**src/rtl/dmem_bridge_pkg.sv**
```systemverilog
// Shared constants for the data-memory bridge: FSM state encoding, MMIO
// region default and the error word returned when an MMIO access times out.
package dmem_bridge_pkg;

  localparam logic [1:0] ST_IDLE    = 2'd0;
  localparam logic [1:0] ST_IO_REQ  = 2'd1;
  localparam logic [1:0] ST_IO_RESP = 2'd2;

  localparam logic [3:0]  IO_BASE_DEFAULT = 4'h8;
  localparam logic [31:0] IO_ERR_DATA     = 32'hDEADBEEF;

  function automatic logic is_io_region(input logic [3:0] region, input logic [3:0] base);
    return region == base;
  endfunction

endpackage

```
**src/rtl/dmem_bridge_if.sv**
```systemverilog
// Processor, data-RAM and MMIO signals of the bridge; slave is the bridge
// side, master the surrounding system (processor, RAM and MMIO fabric).
interface dmem_bridge_if #(
  parameter int RAM_AW = 16
);
  logic [31:0]       mem_addr;
  logic [3:0]        mem_oe;
  logic [3:0]        mem_we;
  logic [31:0]       mem_wdata;
  logic [31:0]       mem_rdata;
  logic              mem_valid;
  logic              mem_ready;

  logic [RAM_AW-1:0] ram_addr;
  logic [3:0]        ram_oe;
  logic [3:0]        ram_we;
  logic [31:0]       ram_wdata;
  logic [31:0]       ram_rdata;

  logic [31:0]       io_addr;
  logic [3:0]        io_we;
  logic [31:0]       io_wdata;
  logic              io_req;
  logic              io_ack;
  logic [31:0]       io_rdata;

  modport slave (
    input  mem_addr, mem_oe, mem_we, mem_wdata, ram_rdata, io_ack, io_rdata,
    output mem_rdata, mem_valid, mem_ready, ram_addr, ram_oe, ram_we, ram_wdata,
           io_addr, io_we, io_wdata, io_req
  );

  modport master (
    output mem_addr, mem_oe, mem_we, mem_wdata, ram_rdata, io_ack, io_rdata,
    input  mem_rdata, mem_valid, mem_ready, ram_addr, ram_oe, ram_we, ram_wdata,
           io_addr, io_we, io_wdata, io_req
  );
endinterface

```
**src/rtl/dmem_bridge_io_fsm.sv**
```systemverilog
// MMIO handshake FSM (IDLE -> IO_REQ -> IO_RESP). Defining IO_TIMEOUT_EN adds
// a wait counter that ends an unanswered request with the DEADBEEF error word.
module io_fsm
  import dmem_bridge_pkg::*;
`ifdef IO_TIMEOUT_EN
#(
  parameter int IO_TIMEOUT = 255
)
`endif
(
  input  logic        clk,
  input  logic        rst,
  input  logic        i_start,
  input  logic [31:0] i_addr,
  input  logic [3:0]  i_we,
  input  logic [31:0] i_wdata,
  input  logic        i_io_ack,
  input  logic [31:0] i_io_rdata,
  output logic        o_io_req,
  output logic [31:0] o_io_addr,
  output logic [3:0]  o_io_we,
  output logic [31:0] o_io_wdata,
  output logic        o_ready,
  output logic        o_valid,
  output logic [31:0] o_rdata
);

  logic [1:0]  r_state;
  logic [31:0] r_addr;
  logic [3:0]  r_we;
  logic [31:0] r_wdata;
  logic [31:0] r_rdata;

`ifdef IO_TIMEOUT_EN
  localparam int CNT_W = (IO_TIMEOUT > 0) ? $clog2(IO_TIMEOUT + 1) : 1;
  logic [CNT_W-1:0] r_cnt;
  logic             w_timeout;

  always_ff @(posedge clk) begin
    if (rst || r_state != ST_IO_REQ) r_cnt <= '0;
    else                             r_cnt <= r_cnt + 1'b1;
  end

  assign w_timeout = (r_cnt == CNT_W'(IO_TIMEOUT));
`endif

  // NOTE: state registers use non-blocking assignments so every flop samples
  // the pre-edge values, independent of statement order.
  always_ff @(posedge clk) begin
    if (rst) begin
      r_state <= ST_IDLE;
      r_addr  <= '0;
      r_we    <= '0;
      r_wdata <= '0;
      r_rdata <= '0;
    end else begin
      case (r_state)
        // IO_RESP still shows mem_ready, so a new MMIO request may chain directly.
        ST_IDLE, ST_IO_RESP: begin
          if (i_start) begin
            r_state <= ST_IO_REQ;
            r_addr  <= i_addr;
            r_we    <= i_we;
            r_wdata <= i_wdata;
          end else begin
            r_state <= ST_IDLE;
          end
        end
        ST_IO_REQ: begin
          if (i_io_ack) begin
            r_state <= ST_IO_RESP;
            if (r_we == 4'b0) r_rdata <= i_io_rdata;
          end
`ifdef IO_TIMEOUT_EN
          else if (w_timeout) begin
            r_state <= ST_IO_RESP;
            r_rdata <= IO_ERR_DATA;
          end
`endif
        end
        default: r_state <= ST_IDLE;
      endcase
    end
  end

  assign o_io_req   = (r_state == ST_IO_REQ);
  assign o_io_addr  = r_addr;
  assign o_io_we    = r_we;
  assign o_io_wdata = r_wdata;
  assign o_ready    = (r_state != ST_IO_REQ);
  assign o_valid    = (r_state == ST_IO_RESP) && (r_we == 4'b0);
  assign o_rdata    = r_rdata;

endmodule

```
**src/rtl/dmem_bridge.sv**
```systemverilog
// Data-memory bridge: decodes processor accesses to a single-cycle data RAM or
// an MMIO handshake. Optional macro IO_TIMEOUT_EN enables the MMIO wait timeout.
module dmem_bridge
  import dmem_bridge_pkg::*;
#(
  parameter int         RAM_AW     = 16,
  parameter logic [3:0] IO_BASE    = IO_BASE_DEFAULT,
  parameter int         IO_TIMEOUT = 255
) (
  input  logic         clk,
  input  logic         rst,
  dmem_bridge_if.slave bus
);

  if (IO_TIMEOUT < 1) begin : g_bad_timeout
    $error("dmem_bridge: IO_TIMEOUT must be at least 1");
  end

  logic        w_req;
  logic        w_is_io;
  logic        w_ready;
  logic        w_accept;
  logic        w_ram_acc;
  logic        w_io_acc;
  logic        w_io_valid;
  logic [31:0] w_io_rdata;
  logic        r_ram_rd;

  assign w_req     = |bus.mem_oe;
  assign w_is_io   = is_io_region(bus.mem_addr[31:28], IO_BASE);
  // Requests seen while busy or in reset are dropped, never queued.
  assign w_accept  = w_req && w_ready && !rst;
  assign w_ram_acc = w_accept && !w_is_io;
  assign w_io_acc  = w_accept && w_is_io;

  assign bus.ram_addr  = bus.mem_addr[RAM_AW-1:0];
  assign bus.ram_oe    = w_ram_acc ? bus.mem_oe : 4'b0;
  assign bus.ram_we    = w_ram_acc ? bus.mem_we : 4'b0;
  assign bus.ram_wdata = bus.mem_wdata;

  always_ff @(posedge clk) begin
    if (rst) r_ram_rd <= 1'b0;
    else     r_ram_rd <= w_ram_acc && (bus.mem_we == 4'b0);
  end

  // RAM read data has priority; it can never coincide with an MMIO response.
  assign bus.mem_valid = r_ram_rd || w_io_valid;
  assign bus.mem_rdata = r_ram_rd ? bus.ram_rdata : w_io_rdata;
  assign bus.mem_ready = w_ready;

`ifdef IO_TIMEOUT_EN
  io_fsm #(.IO_TIMEOUT(IO_TIMEOUT)) u_io_fsm (
`else
  io_fsm u_io_fsm (
`endif
    .clk        (clk),
    .rst        (rst),
    .i_start    (w_io_acc),
    .i_addr     (bus.mem_addr),
    .i_we       (bus.mem_we),
    .i_wdata    (bus.mem_wdata),
    .i_io_ack   (bus.io_ack),
    .i_io_rdata (bus.io_rdata),
    .o_io_req   (bus.io_req),
    .o_io_addr  (bus.io_addr),
    .o_io_we    (bus.io_we),
    .o_io_wdata (bus.io_wdata),
    .o_ready    (w_ready),
    .o_valid    (w_io_valid),
    .o_rdata    (w_io_rdata)
  );

endmodule

```
**src/flat_wrapper.sv**
```systemverilog
// flat-port wrapper written by rule: the top's interface ports become plain ports
module dmem_bridge_flat import dmem_bridge_pkg::*;
#(
  parameter int         RAM_AW     = 16,
  parameter logic [3:0] IO_BASE    = IO_BASE_DEFAULT,
  parameter int         IO_TIMEOUT = 255
)
  (clk, rst, bus_mem_addr, bus_mem_oe, bus_mem_we, bus_mem_wdata, bus_ram_rdata, bus_io_ack, bus_io_rdata, bus_mem_rdata, bus_mem_valid, bus_mem_ready, bus_ram_addr, bus_ram_oe, bus_ram_we, bus_ram_wdata, bus_io_addr, bus_io_we, bus_io_wdata, bus_io_req);
  dmem_bridge_if #(.RAM_AW(RAM_AW)) bus_i ();
  input  logic clk;
  input  logic rst;
  input wire logic [$bits(bus_i.mem_addr)-1:0] bus_mem_addr;
  input wire logic [$bits(bus_i.mem_oe)-1:0] bus_mem_oe;
  input wire logic [$bits(bus_i.mem_we)-1:0] bus_mem_we;
  input wire logic [$bits(bus_i.mem_wdata)-1:0] bus_mem_wdata;
  input wire logic [$bits(bus_i.ram_rdata)-1:0] bus_ram_rdata;
  input wire logic [$bits(bus_i.io_ack)-1:0] bus_io_ack;
  input wire logic [$bits(bus_i.io_rdata)-1:0] bus_io_rdata;
  output wire logic [$bits(bus_i.mem_rdata)-1:0] bus_mem_rdata;
  output wire logic [$bits(bus_i.mem_valid)-1:0] bus_mem_valid;
  output wire logic [$bits(bus_i.mem_ready)-1:0] bus_mem_ready;
  output wire logic [$bits(bus_i.ram_addr)-1:0] bus_ram_addr;
  output wire logic [$bits(bus_i.ram_oe)-1:0] bus_ram_oe;
  output wire logic [$bits(bus_i.ram_we)-1:0] bus_ram_we;
  output wire logic [$bits(bus_i.ram_wdata)-1:0] bus_ram_wdata;
  output wire logic [$bits(bus_i.io_addr)-1:0] bus_io_addr;
  output wire logic [$bits(bus_i.io_we)-1:0] bus_io_we;
  output wire logic [$bits(bus_i.io_wdata)-1:0] bus_io_wdata;
  output wire logic [$bits(bus_i.io_req)-1:0] bus_io_req;
  assign bus_i.mem_addr = bus_mem_addr;
  assign bus_i.mem_oe = bus_mem_oe;
  assign bus_i.mem_we = bus_mem_we;
  assign bus_i.mem_wdata = bus_mem_wdata;
  assign bus_i.ram_rdata = bus_ram_rdata;
  assign bus_i.io_ack = bus_io_ack;
  assign bus_i.io_rdata = bus_io_rdata;
  assign bus_mem_rdata = bus_i.mem_rdata;
  assign bus_mem_valid = bus_i.mem_valid;
  assign bus_mem_ready = bus_i.mem_ready;
  assign bus_ram_addr = bus_i.ram_addr;
  assign bus_ram_oe = bus_i.ram_oe;
  assign bus_ram_we = bus_i.ram_we;
  assign bus_ram_wdata = bus_i.ram_wdata;
  assign bus_io_addr = bus_i.io_addr;
  assign bus_io_we = bus_i.io_we;
  assign bus_io_wdata = bus_i.io_wdata;
  assign bus_io_req = bus_i.io_req;
  dmem_bridge #(.RAM_AW(RAM_AW), .IO_BASE(IO_BASE), .IO_TIMEOUT(IO_TIMEOUT)) u_core (.clk(clk), .rst(rst), .bus(bus_i));
endmodule
```
**config.mk**
```make
export PLATFORM = sky130hd
export DESIGN_NAME = dmem_bridge_flat
export DESIGN_NICKNAME = d
export VERILOG_FILES = /design/src/rtl/dmem_bridge_pkg.sv /design/src/rtl/dmem_bridge_if.sv /design/src/rtl/dmem_bridge_io_fsm.sv /design/src/rtl/dmem_bridge.sv /design/src/flat_wrapper.sv
export SDC_FILE = /design/constraint.sdc
export NUM_CORES = 1
export LEC_CHECK = 0
export BUFFER_PORTS_ARGS = -buffer_cell sky130_fd_sc_hd__clkbuf_2
export CAP_MARGIN = 15
export CORE_AREA = 5 5 111 113
export CTS_CLUSTER_SIZE = 8
export DETAILED_ROUTE_END_ITERATION = 8
export DIE_AREA = 0 0 116 118
export PLACE_DENSITY = 0.78
export SLEW_MARGIN = 20
export SYNTH_ARGS = -nofsm -noshare
export SYNTH_HDL_FRONTEND = slang
export SYNTH_HIERARCHICAL = 1
export SYNTH_SLANG_ARGS = --single-unit
```
**constraint.sdc**
```tcl
create_clock -name clk -period 4.7 [get_ports clk]
set_input_delay 0.94 -clock clk [delete_from_list [all_inputs] [get_ports clk]]
set_output_delay 0.94 -clock clk [all_outputs]
set_load 0.05 [all_outputs]
```
==> results of run 1 <==
state kept, by name (all words and copies together) (netlist names):
signal / flops
u_core/u_io_fsm/r_state: 2
u_core/u_io_fsm/o_io_wdata: 32
u_core/u_io_fsm/o_io_we: 4
u_core/u_io_fsm/o_io_addr: 32
u_core/r_ram_rd: 1
u_core/u_io_fsm/o_rdata: 32
per-layer routing:
| metal | up-vias | part of all wire [%] | wire length (microns) |
|---|---|---|---|
| li1 | 2179 | - | - |
| met1 | 1894 | 37 | 4977 |
| met2 | 181 | 49 | 6597 |
| met3 | 14 | 12 | 1587 |
| met4 | 0 | 1.6 | 212 |
| met5 | - | 0 | 0 |
report_power, final:
part | total, W | internal [W] | switching, W
clock | 0.000788 | 0.000477 | 0.000311
sequential | 0.000887 | 0.000881 | 0.00000607
combinational | 0.000302 | 0.0000932 | 0.000209
total | 0.00198 | 0.00145 | 0.000526
logic make-up after synthesis:
group	Yosys count	share of synthesized area, %
buffers and inverters	88	12.69
AOI/OAI and AO/OA	69	7.134
muxes	64	14.22
DFF	103	42.60
and+or+nand+nor	226	23.37
synth_stat cells, types with 2 or more instances:
cell,count
mux2i_1,32
buf_4,49
dfxtp_1,103
buf_12,3
buf_6,5
buf_2,11
a21oi_1,69
mux2_2,30
clkbuf_1,19
mux2_4,2
and2_1,9
nand2b_1,66
nand2_1,137
stage by stage:
step | utilization [%] | worst slack [ns] | std cells | hold slack (ns) | total power (W)
CTS | 55.77 | 1.415 | 923 | 0.4548 | 0.002005
global route | 55.77 | 1.399 | 923 | 0.4730 | 0.002058
finish | 55.77 | 1.487 | 923 | 0.4536 | 0.001977
global placement | 52.99 | 1.565 | 908 | 0.4415 | 0.001211
floorplan | - | 1.868 | 550 | 0.4458 | 0.001132
detailed placement | 52.99 | 1.544 | 908 | 0.4456 | 0.001213
path summary, 6_finish.rpt:
| path | cells after the start | from | slack, ns | endpoint |
|---|---|---|---|---|
| worst min register to register | 2 | u_core/u_io_fsm/o_io_wdata[28] | 0.45 | u_core/u_io_fsm/o_io_wdata[28] |
| worst max register to register | 8 | u_core/u_io_fsm/r_state[0] | 2.29 | u_core/u_io_fsm/o_io_wdata[7] |
| worst max-delay path | 3 | u_core/r_ram_rd | 1.49 | bus_mem_rdata[27] |
| worst min-delay path | 2 | u_core/u_io_fsm/o_io_wdata[28] | 0.45 | u_core/u_io_fsm/o_io_wdata[28] |
critical path, delay by kind of cell (launching register included):
| family | cells | cell delay [ns] |
|---|---|---|
| DFF | 1 | 1.05 |
| buffers and inverters | 2 | 0.54 |
| muxes | 1 | 0.34 |
layout make-up:
type                       instances  area, sq um
fill                            1045         4964
sequential                       103         2062
timing repair buffer             302         1526
clock inverter                     4        70.07
inverter                           1        3.754
tap                              143        178.9
clock buffer                      11        242.7
multi-input combinational        359         2176
==> results_dict.tcl, run 1 <==
set metrics [dict create \
    syn_area_sq_mm 0.004841 \
    final_antenna_net_count 0 \
    period_share_pct 68.37 \
    vdd_drop_max_mv 0.1979 \
    finalWirelength_microns 13370 \
    path_clk_slew_ns 0.07 \
    cts_buffer_depth 2 \
    ys_ff_latch 103 \
    hold_class "reg -> reg" \
    synth.top_cell.area_share_pct 42.59 \
    die_x_microns 116 \
    die_h_microns 118 \
    start_util_pct 43.13 \
    cp_cell_sequence "buf_4, mux2_2, clkbuf_2" \
    yosys_warnings 6 \
    num_rows 39 \
    insertion_delay_ns 0.34 \
    drv_cap 0 \
    dpl.hpwl_microns 10450 \
    synthArstFlopShare_pct 0 \
    final_common_cell "clkbuf_2" \
    gp_congestion 0.8232 \
    grt.met1_usage_pct 20.40 \
    layout_min_cycle_time_ns 3.213 \
    slowest_delay_ns 1.05 \
    skew_ns 0.004129 \
    top_usage_layer "met2" \
    num_vias 4268 \
    area_delta_synth_final_pct 29.31 \
    worstPathRequired_ns 3.76 \
    drt_iter0_drc 166 \
    nets 915 \
    maxSlewHeadroom_pct 26.95 \
    dr.pass1.iters 4 \
    grt_overflow 0 \
    synth_top_area_cell "dfxtp_1" \
    drc 0 \
    grt_pass1_wl_microns 20250 \
    dieArea_sq_mm 0.01369 \
    synth_cells 550 \
    syn_nets 689 \
    cpMaxStageDelayCell "dfxtp_1" \
    ys_seq_area_share_pct 42.59 \
    critPathMaxFanout 25 \
    coreArea_sq_mm 0.01122 \
    hold_violations 0 \
    setup_tns_ns 0 \
    avgSynthCellArea_sq_um 8.802 \
    synth_area_leaders "dfxtp_1, nand2_1, nand2b_1" \
    netlist-cell-type-count 28 \
    powerDensity_mw_per_mm2 315.9 \
    wire_per_inst_microns 14.49 \
    start_kind "register" \
    cts_max_level 3 \
    path_class "reg -> out" \
    post_cts.repair.setup_buffers 0 \
    crit_arrival_ns 2.27 \
    cts_tree "done" \
    grt_max_degree 70 \
    tightest_slew_ns 1.094 \
    layout-drive-gt1-share_pct 46.28 \
    use_met2_pct 31.58 \
    cts_resized 0 \
    drv_slew 0 \
    ctsRootBufferMaster "clkbuf_16" \
    ys.flop_type "dfxtp_1" \
    endpoint_kind "output pin" \
    design_area_sq_mm 0.006260 \
    status "finished clean" \
    grt_pass1_vias 4016 \
    mostFrequentLayoutCells "clkbuf_2, nand2_1, dfxtp_1" \
    numCtsBuffers 9 \
    met3_usage_pct 8.380 \
    rsz0062_at_grt "no" \
    dpl_cell_area_sq_mm 0.005947 \
    grt_antenna_before_repair 0 \
    antenna_cells 0 \
    port_buffers 297 \
    clock_sinks 103 \
    vias_per_cell 4.624 \
    setup_viol 0 \
    synth_edf_count 0 \
    io_pins 298 \
    grt_util_all_layers_pct 18.55 \
    hold_buffers 0 \
    leakage_nw 2.882 \
    max_freq_mhz 311.2 \
]
Power figures use the tool's default switching activity.
==> inputs of run 2 (changes only) <==
- CORE_AREA: 5 5 111 113 -> default
- CORE_ASPECT_RATIO: default -> 1.75
- CORE_MARGIN: default -> 5
- CORE_UTILIZATION: default -> 43
- DIE_AREA: 0 0 116 118 -> default
- PLACE_DENSITY: 0.78 -> 0.77
- clock period: 4.7 -> 3.3 ns (I/O delays scaled with it)
==> run 2 against run 1 <==
Compared with the run above: critical path type unchanged; routed wire length barely moved; sequential power rose by 42%; largest power group unchanged; highest routed layer unchanged; design area fell by 0.48%.
==> results_dict.tcl, run 2 (same netlist as run 1, synthesis figures left out) <==
set metrics [dict create \
    drv_cap 0 \
    intPower_w 0.001974 \
    nets 914 \
    path_clk_slew_ns 0.06 \
    finalWirelength_microns 13380 \
    num_rows 51 \
    vdd_drop_max_mv 0.2876 \
    setup_tns_ns 0 \
    cpMaxStageDelayCell "dfxtp_1" \
    leakage_nw 2.860 \
    port_buffers 297 \
    start_util_pct 43.60 \
    ff2ff_path_depth 8 \
    insertion_delay_ns 0.33 \
    drt_iter0_drc 100 \
    rsz0062_at_grt "no" \
    post_cts.repair.setup_buffers 0 \
    path_class "reg -> out" \
    status "finished clean" \
    maxSlewHeadroom_pct 35.48 \
    cts_resized 0 \
    crit_arrival_ns 1.87 \
    worstHoldEndpoint "u_core/u_io_fsm/o_io_wdata[4]" \
    dpl.hpwl_microns 10260 \
    period_share_pct 76.58 \
    layout_min_cycle_time_ns 2.527 \
    r2r-end "u_core/u_io_fsm/o_io_we[1]" \
    holdPathStages 2 \
    setup_viol 0 \
    p_sw_share_pct 27.76 \
    p_seq_share_pct 46.2 \
    grt_pass1_vias 4281 \
    vias_per_cell 4.744 \
    post-route-util_pct 56.11 \
    design_area_sq_mm 0.006230 \
    drc 0 \
    clock_sinks 103 \
    hold_buffers 0 \
    hp-start "u_core/u_io_fsm/o_io_wdata[4]" \
    grt_max_degree 135 \
    final_common_cell "clkbuf_2" \
    pwr-share-comb_pct 15.8 \
    mostFrequentLayoutCells "clkbuf_2, nand2_1, dfxtp_1" \
    die_x_microns 90.21 \
    start_kind "register" \
    dieArea_sq_mm 0.01356 \
    area_delta_synth_final_pct 28.69 \
    cts_buffer_depth 2 \
    stdcell_count 911 \
    die_h_microns 150.4 \
    endpoint_kind "output pin" \
    num_vias 4322 \
    cts_tree "done" \
    grt_antenna_before_repair 0 \
    dr.pass1.iters 4 \
    grt_util_all_layers_pct 18.89 \
    grt_overflow 0 \
    gp_congestion 0.7622 \
    worstPathRequired_ns 2.64 \
    tightest_slew_ns 0.9678 \
    powerDensity_mw_per_mm2 438.7 \
    numCtsBuffers 9 \
    hold_class "reg -> reg" \
    dp_cells 896 \
    critPathMaxFanout 5 \
    cts_max_level 3 \
    layout-drive-gt1-share_pct 46.21 \
    io_pins 298 \
    drv_slew 0 \
    slowest_delay_ns 0.36 \
    r2r_start "u_core/u_io_fsm/r_state[0]" \
    wire_per_inst_microns 14.69 \
    antenna_cells 0 \
    grt_pass1_wl_microns 20980 \
    max_freq_mhz 395.7 \
    skew_ns 0.006866 \
    ctsRootBufferMaster "clkbuf_16" \
    hold_violations 0 \
    power_frac_clock_pct 38.0 \
    nFillCells 1064 \
    power_switching_w 0.0007587 \
    coreArea_sq_mm 0.01110 \
    dpl_cell_area_sq_mm 0.005938 \
    cp_cell_sequence "nor2b_2, inv_1, nand2b_4, nor3_2, and2_1, clkbuf_2" \
    rrSetupSlack_ns 1.24 \
    final_antenna_net_count 0 \
]
[run 2: cell count changes in the layout (fill, tap and decap cells not counted)]
cell,previous run,this run
buf_4,6,3
clkinvlp_4,0,2
buf_12,0,1
buf_6,0,1
bufinv_16,2,1
clkbuf_8,1,0
clkinv_2,2,1
inv_6,0,1
[run 2: how the worst max path moves through the flow]
| stage | start | to | slack [ns] | depth (start not counted) |
|---|---|---|---|---|
| after floorplan | u_core/u_io_fsm/r_state[0] | bus_ram_we[0] | 0.75 | 5 |
| after global routing | u_core/u_io_fsm/r_state[0] | bus_ram_we[3] | 0.61 | 6 |
| after detailed placement | rst | bus_ram_we[3] | 0.91 | 5 |
| after global placement | rst | bus_ram_we[3] | 0.89 | 5 |
| final | u_core/u_io_fsm/r_state[0] | bus_ram_we[3] | 0.77 | 6 |
| after CTS | u_core/u_io_fsm/r_state[0] | bus_ram_we[3] | 0.70 | 6 |
[run 2: critical path: cells and delay by family (launching register included)]
family        cells  cell delay [ns]
flops             1             0.36
buf+inv           2             0.40
simple gates      4             0.77
[run 2: per-layer routing]
metal | global-route usage [%] | part of all wire, % | vias to the layer above | wire length, microns
li1 | - | - | 2178 | -
met1 | 20.85 | 37 | 1946 | 4941
met2 | 34.27 | 52 | 188 | 6996
met3 | 6.500 | 9.7 | 10 | 1304
met4 | 5.142 | 1.0 | 0 | 139
met5 | 0 | 0 | - | 0
[run 2: metrics by stage]
step	power [W]	setup slack, ns	hold WS [ns]
final	0.002733	0.7730	0.4548
after global routing	0.002851	0.6121	0.4734
after CTS	0.002775	0.7024	0.4544
after detailed placement	0.001727	0.9112	0.4454
after global placement	0.001724	0.8933	0.4405
after floorplan	0.001612	0.7484	0.4458
[run 2: power by group through the flow]
| stage | logic, W | clock network [W] | registers [W] |
|---|---|---|---|
| 6_report | 0.000433 | 0.00104 | 0.00126 |
| 5_1_grt | 0.000461 | 0.00113 | 0.00126 |
| 4_1_cts | 0.000438 | 0.00108 | 0.00126 |
| 3_5_place_dp | 0.000436 | 0 | 0.00129 |
| 3_3_place_gp | 0.000434 | 0 | 0.00129 |
| 2_1_floorplan | 0.000287 | 0 | 0.00132 |
[run 2: layout make-up]
cell class | instances | area, sq um | area share (%)
Inverter | 1 | 3.754 | 0.06025
Clock inverter | 5 | 58.81 | 0.9440
Clock buffer | 10 | 229.0 | 3.675
Multi-Input combinational cell | 359 | 2176 | 34.93
Timing Repair Buffer | 301 | 1535 | 24.64
Tap cell | 132 | 165.2 | 2.651
Sequential cell | 103 | 2062 | 33.10
==> inputs of run 3 (changes only) <==
- clock period: 3.3 -> 2.6 ns (I/O delays scaled with it)
==> run 3 against run 2 <==
Compared with the run above: hold slack lost 0.061 ns; clock power grew 32%; non-clock buffer count grew 4; sequential cell count is the same; final cell count grew 0.55%; sequential share of layout area shrank 0.22 points; setup slack lost 0.58 ns; sequential power grew 27%; total power grew 29%; clock skew grew 0.0095 ns; register-to-register slack lost 0.56 ns; critical path type unchanged.
==> results_dict.tcl, run 3 (same netlist as run 1, synthesis figures left out) <==
set metrics [dict create \
    drv_cap 0 \
    hp-start "bus_mem_addr[23]" \
    crit_arrival_ns 1.89 \
    post_cts.repair.setup_buffers 0 \
    cts_tree "done" \
    skew_ns 0.01636 \
    top_usage_layer "met2" \
    dr.pass1.iters 5 \
    num_vias 4368 \
    critPathMaxFanout 5 \
    grt_overflow 0 \
    dieArea_sq_mm 0.01356 \
    ff2ff_path_depth 8 \
    worstPathRequired_ns 2.08 \
    use_met2_pct 33.87 \
    r2r-end "u_core/u_io_fsm/o_io_addr[3]" \
    nets 918 \
    setup_tns_ns 0 \
    intPower_w 0.002523 \
    p_seq_share_pct 45.5 \
    vdd_drop_max_mv 0.3800 \
    io_pins 298 \
    r2r_start "u_core/u_io_fsm/r_state[0]" \
    endpoint_kind "output pin" \
    tightest_slew_ns 0.5825 \
    finalWirelength_microns 13320 \
    rsz0062_at_grt "no" \
    die_x_microns 90.21 \
    ctsRootBufferMaster "clkbuf_16" \
    coreArea_sq_mm 0.01110 \
    gp_congestion 0.7582 \
    antenna_cells 0 \
    pwr-share-comb_pct 15.6 \
    final_antenna_net_count 0 \
    hold_buffers 0 \
    grt_pass1_vias 4244 \
    cts_buffer_depth 2 \
    hold_violations 0 \
    period_share_pct 92.54 \
    layout-drive-gt1-share_pct 46.56 \
    cp_cell_sequence "nor2b_2, inv_1, nand2b_4, nor3_2, and2_1, clkbuf_2" \
    area_delta_synth_final_pct 29.54 \
    cts_resized 0 \
    slowest_delay_ns 0.36 \
    drv_slew 0 \
    post-route-util_pct 56.48 \
    start_kind "register" \
    maxSlewHeadroom_pct 61.17 \
    p_sw_share_pct 28.29 \
    grt_pass1_wl_microns 20620 \
    dpl.hpwl_microns 10450 \
    vias_per_cell 4.769 \
    grt_antenna_before_repair 0 \
    wire_per_inst_microns 14.54 \
    worstHoldEndpoint "u_core/u_io_fsm/o_io_addr[23]" \
    drc 0 \
    insertion_delay_ns 0.34 \
    cts_max_level 3 \
    nFillCells 1090 \
    drt_iter0_drc 96 \
    path_clk_slew_ns 0.07 \
    num_rows 51 \
    design_area_sq_mm 0.006271 \
    final_common_cell "clkbuf_2" \
    hold_class "in -> reg" \
    powerDensity_mw_per_mm2 561.1 \
    setup_viol 0 \
    power_frac_clock_pct 38.9 \
    numCtsBuffers 9 \
    die_h_microns 150.4 \
    layout_min_cycle_time_ns 2.406 \
    path_class "reg -> out" \
    grt_max_degree 71 \
    dpl_cell_area_sq_mm 0.005968 \
    critical_path_buf_inv_count 2 \
    critical-path-top-delay-family "simple AND/OR/NAND/NOR gates" \
    port_buffers 297 \
    cpMaxStageDelayCell "dfxtp_1" \
    start_util_pct 43.60 \
    power_switching_w 0.0009954 \
    grt_util_all_layers_pct 18.73 \
    max_freq_mhz 415.6 \
    clock_sinks 103 \
    met3_usage_pct 6.400 \
    grt.met1_usage_pct 20.77 \
    mostFrequentLayoutCells "clkbuf_2, nand2_1, dfxtp_1" \
    status "finished clean" \
    leakage_nw 2.885 \
    rrSetupSlack_ns 0.68 \
    holdPathStages 3 \
    fin_hold_ws_ns 0.3938 \
]
==> run 3: final cells by class <==
type | count | area (sq um) | share of cell area (%)
flip-flops and latches | 103 | 2062 | 32.88
well taps | 132 | 165.2 | 2.634
inverters | 1 | 3.754 | 0.05986
repair buffers | 305 | 1562 | 24.90
clock buffers | 10 | 229.0 | 3.651
clock inverters | 6 | 73.82 | 1.177
multi-input cells | 359 | 2176 | 34.70
==> run 3: power groups by stage <==
stage / Clock (W) / Sequential (W) / Combinational (W)
global route: 0.00147 / 0.00160 / 0.000586
CTS: 0.00142 / 0.00160 / 0.000555
global placement: 0 / 0.00164 / 0.000552
floorplan: 0 / 0.00168 / 0.000364
finish: 0.00137 / 0.00160 / 0.000550
detailed placement: 0 / 0.00164 / 0.000554
==> run 3: worst max path at each step <==
stage,from,to,cells after the start
after floorplan,u_core/u_io_fsm/r_state[0],bus_ram_we[0],5
after global placement,rst,bus_ram_we[3],5
after detailed placement,bus_mem_addr[29],u_core/u_io_fsm/o_io_wdata[18],7
after CTS,u_core/u_io_fsm/r_state[0],bus_ram_we[0],6
after global routing,u_core/u_io_fsm/r_state[0],bus_ram_we[0],6
final,u_core/u_io_fsm/r_state[0],bus_ram_we[0],6
==> run 3: routing by layer <==
layer	wire, microns	part of all wire, %
met4	126	0.95
met1	5091	38
met3	1160	8.7
met5	0	0
met2	6941	52
==> run 3: stage by stage <==
stage               instances  total power [W]  setup slack [ns]
global route              916         0.003660           0.06079
detailed placement        900         0.002192            0.3973
finish                    916         0.003519            0.1939
floorplan                 550         0.002046            0.1884
global placement          900         0.002189            0.4745
CTS                       916         0.003576            0.1515
==> run 3: worst min-delay path, stage by stage <==
cell and delay [ns]:
clkbuf_2 0.08, nand2_1 0.04, a21oi_1 0.05
